### src/rtl/ats21_host_if.sv
// ats21_host_if: client-side initiator for the ATS21 command interface.
// Upstream commands are queued in a small FIFO, issued one at a time on
// req/ctrlA/ctrlB with a req/ready handshake, and each answer (or a timeout
// abort) is returned upstream on the rsp_* channel. The alarm-finished
// vector on data is folded into a sticky, software-clearable register.
// Optional build macro: ATS_HOST_RETRY_EN (reissue on BUSY answers).
module ats21_host_if #(
   parameter int FIFO_DEPTH = 4,
   parameter int TIMEOUT    = 64,
   parameter int MAX_RETRY  = 3,
   parameter int NUM_ALARMS = 24
) (
   input  logic                  clk,
   input  logic                  reset,
   input  logic                  cmd_valid,
   output logic                  cmd_ready,
   input  logic [15:0]           cmd_a,
   input  logic [15:0]           cmd_b,
   output logic                  rsp_valid,
   input  logic                  rsp_ready,
   output logic [1:0]            rsp_stat,
   output logic [NUM_ALARMS-1:0] rsp_data,
   output logic                  rsp_timeout,
   output logic [NUM_ALARMS-1:0] alarm_pending,
   input  logic [NUM_ALARMS-1:0] alarm_clr,
   output logic                  req,
   output logic [15:0]           ctrlA,
   output logic [15:0]           ctrlB,
   input  logic                  ready,
   input  logic [1:0]            stat,
   input  logic [NUM_ALARMS-1:0] data
);

   localparam int AW = $clog2(FIFO_DEPTH);
   localparam int WW = $clog2(TIMEOUT);
   localparam logic [WW-1:0] WAIT_LAST = WW'(TIMEOUT - 1);

   if (FIFO_DEPTH < 2 || TIMEOUT < 2 || MAX_RETRY < 0 || NUM_ALARMS < 1) begin : g_param_err
      $error("ats21_host_if: illegal parameter value");
   end

   typedef struct packed {
      logic [15:0] a;
      logic [15:0] b;
   } cmd_t;

   typedef enum logic [1:0] {
      S_IDLE = 2'd0,
      S_REQ  = 2'd1,
      S_RESP = 2'd2,
      S_GAP  = 2'd3
   } state_t;

   state_t          state_q, state_d;
   cmd_t            fifo_mem [FIFO_DEPTH];
   logic [AW:0]     wr_ptr, rd_ptr;
   logic            fifo_empty, fifo_full;
   logic            push, pop;
   cmd_t            head;
   logic [WW-1:0]   wcnt_q;
   logic            wcnt_clr, wcnt_inc;
   logic            cap_ok, cap_to;
   logic            retry_now, busy_retry;
   logic            reissue_q;

   // ---------------- command FIFO ----------------
   // Extra pointer MSB distinguishes full from empty.
   assign fifo_empty = (wr_ptr == rd_ptr);
   assign fifo_full  = (wr_ptr[AW-1:0] == rd_ptr[AW-1:0]) && (wr_ptr[AW] != rd_ptr[AW]);
   assign cmd_ready  = !fifo_full;
   assign push       = cmd_valid && !fifo_full;
   assign head       = fifo_mem[rd_ptr[AW-1:0]];

   // Storage array: written on push only, contents need no reset.
   always_ff @(posedge clk) begin
      if (push) fifo_mem[wr_ptr[AW-1:0]] <= '{a: cmd_a, b: cmd_b};
   end

   // Read/write pointers; reset flushes the queue.
   always_ff @(posedge clk or negedge reset) begin
      if (!reset) begin
         wr_ptr <= '0;
         rd_ptr <= '0;
      end else begin
         if (push) wr_ptr <= wr_ptr + (AW+1)'(1);
         if (pop)  rd_ptr <= rd_ptr + (AW+1)'(1);
      end
   end

   // ---------------- BUSY reissue ----------------
`ifdef ATS_HOST_RETRY_EN
   localparam int RW = (MAX_RETRY > 0) ? $clog2(MAX_RETRY + 1) : 1;
   logic [RW-1:0] retry_cnt;

   // Reissues of the current command; a fresh pop starts over.
   always_ff @(posedge clk or negedge reset) begin
      if (!reset)         retry_cnt <= '0;
      else if (pop)       retry_cnt <= '0;
      else if (retry_now) retry_cnt <= retry_cnt + RW'(1);
   end

   assign busy_retry = (stat == 2'b10) && (retry_cnt < RW'(MAX_RETRY));
`else
   assign busy_retry = 1'b0;
`endif

   // GAP that follows a reissue decision returns to REQ instead of IDLE.
   always_ff @(posedge clk or negedge reset) begin
      if (!reset) reissue_q <= 1'b0;
      else        reissue_q <= retry_now;
   end

   // ---------------- FSM ----------------
   // State register.
   always_ff @(posedge clk or negedge reset) begin
      if (!reset) state_q <= S_IDLE;
      else        state_q <= state_d;
   end

   // Next-state and per-cycle control strobes.
   always_comb begin
      state_d   = state_q;
      pop       = 1'b0;
      wcnt_clr  = 1'b0;
      wcnt_inc  = 1'b0;
      cap_ok    = 1'b0;
      cap_to    = 1'b0;
      retry_now = 1'b0;
      rsp_valid = 1'b0;
      case (state_q)
         S_IDLE: begin
            if (!fifo_empty) begin
               pop      = 1'b1;
               wcnt_clr = 1'b1;
               state_d  = S_REQ;
            end
         end
         S_REQ: begin
            if (ready) begin
               if (busy_retry) begin
                  retry_now = 1'b1;
                  state_d   = S_GAP;
               end else begin
                  cap_ok  = 1'b1;
                  state_d = S_RESP;
               end
            end else if (wcnt_q == WAIT_LAST) begin
               cap_to  = 1'b1;
               state_d = S_RESP;
            end else begin
               wcnt_inc = 1'b1;
            end
         end
         S_RESP: begin
            rsp_valid = 1'b1;
            if (rsp_ready) state_d = S_GAP;
         end
         S_GAP: begin
            if (reissue_q) begin
               wcnt_clr = 1'b1;
               state_d  = S_REQ;
            end else begin
               state_d = S_IDLE;
            end
         end
         default: state_d = S_IDLE;
      endcase
   end

   // req straight from the state register so reset drops it at once.
   assign req = (state_q == S_REQ);

   // Cycles spent waiting for ready on the current issue.
   always_ff @(posedge clk or negedge reset) begin
      if (!reset)        wcnt_q <= '0;
      else if (wcnt_clr) wcnt_q <= '0;
      else if (wcnt_inc) wcnt_q <= wcnt_q + WW'(1);
   end

   // Command registers: loaded on pop, held until the next pop.
   always_ff @(posedge clk or negedge reset) begin
      if (!reset) begin
         ctrlA <= '0;
         ctrlB <= '0;
      end else if (pop) begin
         ctrlA <= head.a;
         ctrlB <= head.b;
      end
   end

   // Response capture: ATS21 answer or timeout abort.
   always_ff @(posedge clk or negedge reset) begin
      if (!reset) begin
         rsp_stat    <= '0;
         rsp_data    <= '0;
         rsp_timeout <= 1'b0;
      end else if (cap_ok) begin
         rsp_stat    <= stat;
         rsp_data    <= data;
         rsp_timeout <= 1'b0;
      end else if (cap_to) begin
         rsp_stat    <= 2'b11;
         rsp_data    <= '0;
         rsp_timeout <= 1'b1;
      end
   end

   // Sticky alarms: data is an alarm vector only while ready is low;
   // a same-cycle set beats the clear.
   always_ff @(posedge clk or negedge reset) begin
      if (!reset)      alarm_pending <= '0;
      else if (!ready) alarm_pending <= (alarm_pending & ~alarm_clr) | data;
      else             alarm_pending <= alarm_pending & ~alarm_clr;
   end

endmodule

### config.mk
export PLATFORM = sky130hd
export DESIGN_NAME = ats21_host_if
export DESIGN_NICKNAME = d
export VERILOG_FILES = /design/src/rtl/ats21_host_if.sv
export SDC_FILE = /design/constraint.sdc
export NUM_CORES = 1
export LEC_CHECK = 0
export BUFFER_PORTS_ARGS = -buffer_cell sky130_fd_sc_hd__buf_2
export CORE_MARGIN = 1.5
export CORE_UTILIZATION = 50
export CTS_BUF_LIST = sky130_fd_sc_hd__clkbuf_16
export DETAILED_ROUTE_END_ITERATION = 6
export PLACE_DENSITY = 0.73
export REMOVE_ABC_BUFFERS = 1
export SLEW_MARGIN = 20
export SYNTH_ARGS = -nofsm -noshare
export SYNTH_HDL_FRONTEND = slang
export SYNTH_SLANG_ARGS = --single-unit
### constraint.sdc
create_clock -name clk -period 2.9 [get_ports clk]
set_clock_uncertainty 0.2 [all_clocks]
set_input_delay 0 -clock clk [delete_from_list [all_inputs] [get_ports clk]]
set_output_delay 0 -clock clk [all_outputs]
set_load 0.03 [all_outputs]
Word level (Yosys, flattened, before mapping)
Memories as Yosys holds them, arrays and structs flattened. A register that Yosys moved wholly into a read port is not among the register bits.
Index checks and enable logic that the tools add are counted.
Widths: inputs -> output; s select.
{ "classes": {"add_sub_neg": 3, "n_mul": 0, "div_mod_pow": 0, "n_lt_le_gt_ge": 0, "n_eq_ne": 10, "shifts": 0, "mux": 27, "bitwise": 3, "reduce_logical": 8} }
{ "op_table": {"columns": ["op", "count"], "rows": [
  ["$mux 24", 3],
  ["$and 24x24->24", 1],
  ["$not 24->24", 1],
  ["$or 24x24->24", 1],
  ["$mux 1", 15],
  ["$mux 2", 6],
  ["$mux 6", 2],
  ["$pmux 2 s4", 1],
  ["$add 3x1->3 const B", 2],
  ["$add 6x1->6 const B", 1],
  ["$eq 6x6->1 const B", 1],
  ["$eq 2x2->1 const B", 2],
  ["$ne 2x2->1 const B", 2],
  ["$reduce_bool 2->1", 2],
  ["$eq 3x3->1", 1],
  ["$ne 3x1->1 const B", 1],
  ["$reduce_and 3->1", 1],
  ["$eq 2x1->1 const B", 1],
  ["$eq 2x2->1", 1],
  ["$logic_and 1x1->1", 2],
  ["$logic_not 1->1", 2],
  ["$logic_not 2->1", 1],
  ["$ne 1x1->1", 1]
]} }
{ "word_totals": {"ff_bits": 65, "latch_bits": 0, "ram_bits": 128, "rom_bits": 0, "output_inout_bits": 86, "word_cells": 60, "mem_count": 1} }
{ "mem_list": {"columns": ["memory", "depth", "width", "rd", "rd_ports_with_merged_regs", "wr", "line_no", "source"], "rows": [
  ["fifo_mem", 4, 32, 1, 1, 1, "55", "cmd_t fifo_mem [FIFO_DEPTH];"]
]} }

Depth between registers and ports, before layout
{ "depth": {"depth_word": 6, "depth_mapped": 7, "mapped_depth_nobuf": 6} }

Worst setup path after synthesis
OpenSTA, ideal clock, no wires.
{ "synth_path": {"kind": "register to register", "start": "register wr_ptr[2]", "end": "memory fifo_mem[3][0] in the netlist's numbering, enable pin", "setup_time_ps": 394, "arrival_time_ps": 2021, "slack_ps": 286, "stages_incl_launch_ff": 4, "n_path_buf": 0, "period_less_slack_ps": 2614, "cell_sequence": "dfrtp_1 > xnor2_1 > nand3b_1 > and3_1"} }
{ "synth_via": {"elab_chain_len": 6} }
{ "synth_lines": {"columns": ["item", "line_no", "source"], "rows": [
  ["start, declared", "56", "logic [AW:0] wr_ptr, rd_ptr;"],
  ["start signal, assigned", "85", "if (push) wr_ptr <= wr_ptr + (AW+1)'(1);"],
  ["$ne 1x1->1", "69", "assign fifo_full = (wr_ptr[AW-1:0] == rd_ptr[AW-1:0]) && (wr_ptr[AW] != rd_ptr[AW]);"],
  ["$logic_and 1x1->1", "69", null],
  ["$logic_not 1->1", null, null],
  ["net cmd_ready", "16", "output logic cmd_ready,"],
  ["$logic_and 1x1->1", "71", "assign push = cmd_valid && !fifo_full;"],
  ["$mux 1", "76", "if (push) fifo_mem[wr_ptr[AW-1:0]] <= '{a: cmd_a, b: cmd_b};"],
  ["$mux 1 (not written as such)", "76", null],
  ["end, declared", "55", null]
]} }
The timed path passes the listed nets, and every way through them passes these cells.

Worst setup path in the final report
{ "layout_path": {"start": "register wcnt_q[0]", "end": "register rsp_stat[1]"} }
{ "layout_via": {"elab_chain_len": 5} }
{ "layout_lines": {"columns": ["item", "line_no", "source"], "rows": [
  ["start, declared", "60", "logic [WW-1:0] wcnt_q;"],
  ["start signal, assigned", "177", "else if (wcnt_inc) wcnt_q <= wcnt_q + WW'(1);"],
  ["$eq 6x6->1", "147", "end else if (wcnt_q == WAIT_LAST) begin"],
  ["$mux 1", "147", null],
  ["$mux 1", "139", "if (ready) begin"],
  ["$mux 1", "130", "case (state_q)"],
  ["$reduce_bool 2->1 (no source line)", null, null],
  ["end signal, assigned", "198", "rsp_stat <= stat;"],
  ["end, declared", "21", "output logic [1:0] rsp_stat,"]
]} }
No other way between the ends.
A chain may end at the register's enable or synchronous reset.

==> summary.md <==
| Metric | Value |
|---|---|
| Placer Congestion | 0.7997 |
| Global-route total usage across every layer | 22.73% |
| Crit Path Category | flip-flop to flip-flop |
| FP Rows | 47 |
| Synth Instances | 480 |
| NetSw | 4104 uW |
| Sequential share of the synthesized area | 72.66% |
| Total number of vias | about 5.5k |
| Crit-path max FO | 26 |
| CTS max path bufs | 3 |
| Grt total ovfl | 0 |
| Synth warnings | 0 |
| Clock slew at reported path FFs | 60 ps |
| Area growth from synthesis to layout | 36.50% |
| DP Wirelength | about 11000 um |
| Share of layout cells above drive strength 1 | between 30% and 40% |
| Wire length of the first global-routing pass | 31370 um |
| Cell Area, Synth | roughly 8600 um^2 |
| Initial core utilization | 51.68% |
| Reg2reg path depth | 5 |
| CP endpoint kind | flip-flop |
| Capturing point of the worst reg2reg path | rsp_stat[1] |
| H-tree Lvls | 1 |
| Via/cell ratio | 5.327 |
| Drc violations | 0 |
| Min-delay src | cmd_a[9] |
| Utilization after layout | 70.54% |
| Hold depth | 2 |
| CP top delay family | compound AO/OA/AOI/OAI gates |
| CP peak stage delay | 840 ps |
| DIE HEIGHT | about 130 um |
| RSZ-0062 raised after global routing | no |
| WHS Endpoint | fifo_mem[2][25] |
| Final Hold Vio Count | 0 |
| Slew @ Worst Pin | 1094 ps |
| CTS sink count | 225 |
| Worst path slowest cell | o21ai_2 |
| Comb pwr share | between 30% and 40% |
| Final Power | 11920 uW |
| Worst R2R Setup Slack | ~540 ps |
| Final Cycle Share | roughly 81% |
| Leak | 0.005049 uW |
| Clock root buffer master | clkbuf_16 |
| Number of global-route vias before repair | 5766 |
| Post CTS Setup Buffer Count | 0 |
| Slew Limit Fails | 0 |
| Average cell area after synthesis | between 15 and 20 um^2 |
| Avg WL per Cell | 19.53 um |
| Clk Latency, worst-skew pair | 520 ps |
| CP Launch Type | flip-flop |
| Synth cell types | 39 |
| Iter 0 DRT Violations | 289 |
| Clock period minus worst slack | 2359 ps |
| Register share of total power | 40.1% |
| WP data required | around 3000 ps |
| CP bufs+invs | 0 |
| Final WL | 20120 um |
| FILL cells | a little over 1k |
| Ant diodes | 0 |
| PwrDens | between 1000 and 1500 nW/um^2 |
| Core area | 16700 um^2 |
| Antenna violations before repair | 0 |
| Final #Nets | 890 |
| Worst r2r src | wcnt_q[0] |
| Clock network fraction of total power | 23.1% |
| Die width | 134.4 um |
| Worst min path class | input port to flip-flop |
| Internal | about 8000 uW |
| Maximum VDD drop | 681.2 uV |
| Maximum number of pins on one net before global-route repair | 53 |
| DRT Pass-1 Iters | 4 |
| Fmax | 424.0 MHz |
| Die Area | 18060 um^2 |
| Setup TNS | 0 ps |
| Register bit total from synthesis | 225 |
| Switching Share | 34.42% |
| Outcome | finished clean |
| IO Count | 173 |
| PortBufs | 172 |
| Routed Antenna Nets | 0 |
| Max-slew headroom | a little over a quarter |
| Max-cap violations | 0 |
| Critical path data arrival time | between 2000 and 2500 ps |
| CTS tree | yes |
| Endpoints failing setup | 0 |
| Num CTS Buffers | 24 |
| Crit-path cells | ha_1, nand3_1, nor2_1, o21ai_2, a21oi_1 |
[power by group through the flow]
| stage | combinational, uW | sequential [uW] | clock, uW |
|---|---|---|---|
| 3_3_place_gp | 4170 | 4770 | 0 |
| 5_1_grt | 4690 | 4860 | 2940 |
| 4_1_cts | 4430 | 4770 | 2810 |
| 6_report | 4390 | 4780 | 2760 |
| 2_1_floorplan | 1950 | 5760 | 0 |
| 3_5_place_dp | 4260 | 4820 | 0 |
[worst max path at each step]
stage | from | endpoint | depth (start not counted)
2_1_floorplan | rd_ptr[0] | fifo_mem[3][0] | 3
3_3_place_gp | wcnt_q[0] | rsp_stat[1] | 5
3_5_place_dp | wcnt_q[0] | rsp_data[14] | 5
4_1_cts | wcnt_q[0] | rsp_data[7] | 5
5_1_grt | wcnt_q[0] | rsp_stat[1] | 5
6_report | wcnt_q[0] | rsp_stat[1] | 5
[metal layers]
| metal | vias up | wire [um] | global-route usage [%] |
|---|---|---|---|
| met5 | - | 0 | 0 |
| met4 | 0 | 632 | 8.303 |
| met3 | 42 | 1590 | 5.291 |
| met2 | 277 | 9985 | 39.15 |
| met1 | 2733 | 7912 | 28.25 |
| li1 | 2435 | - | - |
[sequential cells by signal (all words and copies together), names as in the netlist]
signal         flops
rsp_timeout        1
rsp_stat           2
wcnt_q             6
ctrlB             16
ctrlA             16
wr_ptr             3
alarm_pending     24
rsp_data          24
state_q            2
fifo_mem         128
rd_ptr             3
[metrics by stage]
| step | worst slack (ps) | cells | instance area (um^2) | hold slack (ps) |
|---|---|---|---|---|
| 2_1_floorplan | -728.1 | 459 | 8477 | -495.6 |
| 3_3_place_gp | 696.3 | 861 | 9773 | -91.72 |
| 3_5_place_dp | 616.3 | 861 | 9773 | -76.32 |
| 4_1_cts | 600.0 | 1030 | 11780 | 13.12 |
| 5_1_grt | 360.9 | 1030 | 11780 | 29.99 |
| 6_report | 541.4 | 1030 | 11780 | 34.04 |
[cell usage in the layout (no fill, tap or decap), drive strengths merged]
master       Yosys  layout
ha              10      10
xnor2            5       5
nor2             7       7
mux2i            2       2
mux2            35      35
a311oi           1       1
a22o            24      24
buf             16     183
clkbuf           5      25
nand3            2       2
and4             1       1
clkinv           0      10
nand4            1       1
dlygate4sd3      0     125
xor2             3       3
a211oi           1       1
and3             4       4
clkinvlp         0       2
and4b            1       1
nand3b           1       1
nor2b            3       3
mux4            32      32
and2             2       2
a41oi            1       1
dfrtp           97      97
inv             56      62
a21oi            6       6
nor3             2       2
o22ai           24      24
a31oi            2       2
nand2            5       5
o21ai            2       2
nor4bb           1       1
edfxtp         128     128
[cells in the mapped netlist]
cell type | number | area share, %
buf_1 | 2 | 0.087
nor4bb_1 | 1 | 0.12
edfxtp_1 | 128 | 45
and2_1 | 2 | 0.14
clkbuf_1 | 4 | 0.17
ha_1 | 10 | 1.4
clkbuf_2 | 1 | 0.058
xnor2_2 | 2 | 0.38
nor2_1 | 7 | 0.30
inv_1 | 56 | 2.4
xor2_1 | 3 | 0.30
a31oi_1 | 1 | 0.073
and4_1 | 1 | 0.10
a211oi_1 | 1 | 0.087
mux4_1 | 1 | 0.30
nor2b_1 | 3 | 0.22
nand2_1 | 5 | 0.22
a21oi_1 | 6 | 0.35
a41oi_1 | 1 | 0.10
a22o_1 | 24 | 2.4
nand4_1 | 1 | 0.073
and4b_1 | 1 | 0.12
buf_2 | 5 | 0.29
a311oi_1 | 1 | 0.10
o21ai_0 | 1 | 0.058
mux2_2 | 28 | 3.7
nor3_1 | 2 | 0.12
and3_1 | 4 | 0.29
mux2i_1 | 2 | 0.23
o21ai_2 | 1 | 0.10
o22ai_1 | 24 | 1.7
dfrtp_1 | 97 | 28
nand3b_1 | 1 | 0.087
a31oi_4 | 1 | 0.25
mux2_4 | 7 | 1.2
nand3_1 | 2 | 0.12
buf_6 | 9 | 1.2
mux4_2 | 31 | 8.1
xnor2_1 | 3 | 0.30
[area by class of cell]
cell class	instances	area, um^2	share of cell area, %
Sequential cell	225	6274	53.25
Clock inverter	18	103.9	0.8815
Tap cell	220	275.3	2.336
Multi-Input combinational cell	178	2001	16.98
Timing Repair Buffer	308	2292	19.46
Clock buffer	25	625.6	5.310
Inverter	56	210.2	1.784
[worst register-to-register path, stage by stage, from the launching register on]
cell     delay (ps)
dfrtp_1         410
ha_1            270
nand3_1         160
nor2_1          100
o21ai_2         840
a21oi_1         200
[cell families (layout without fill, tap and decap cells)]
family,Yosys count,count (layout),synth area share [%]
buffers and inverters,77,407,4.219
xor gates and xnor gates,8,8,0.9859
AOI/OAI and AO/OA,61,61,5.291
adders and majority gates,10,10,1.450
DFF,225,225,72.66
and+or+nand+nor,30,30,1.899
muxes,69,69,13.50
[what timing repair did]
| item | 4_1_cts | 5_1_grt |
|---|---|---|
| endpoints found under the hold margin | 328 | 0 |
| hold buffers | 126 | 0 |
| gates resized for setup | 0 | 0 |
(Power assumes the default switching activity.)
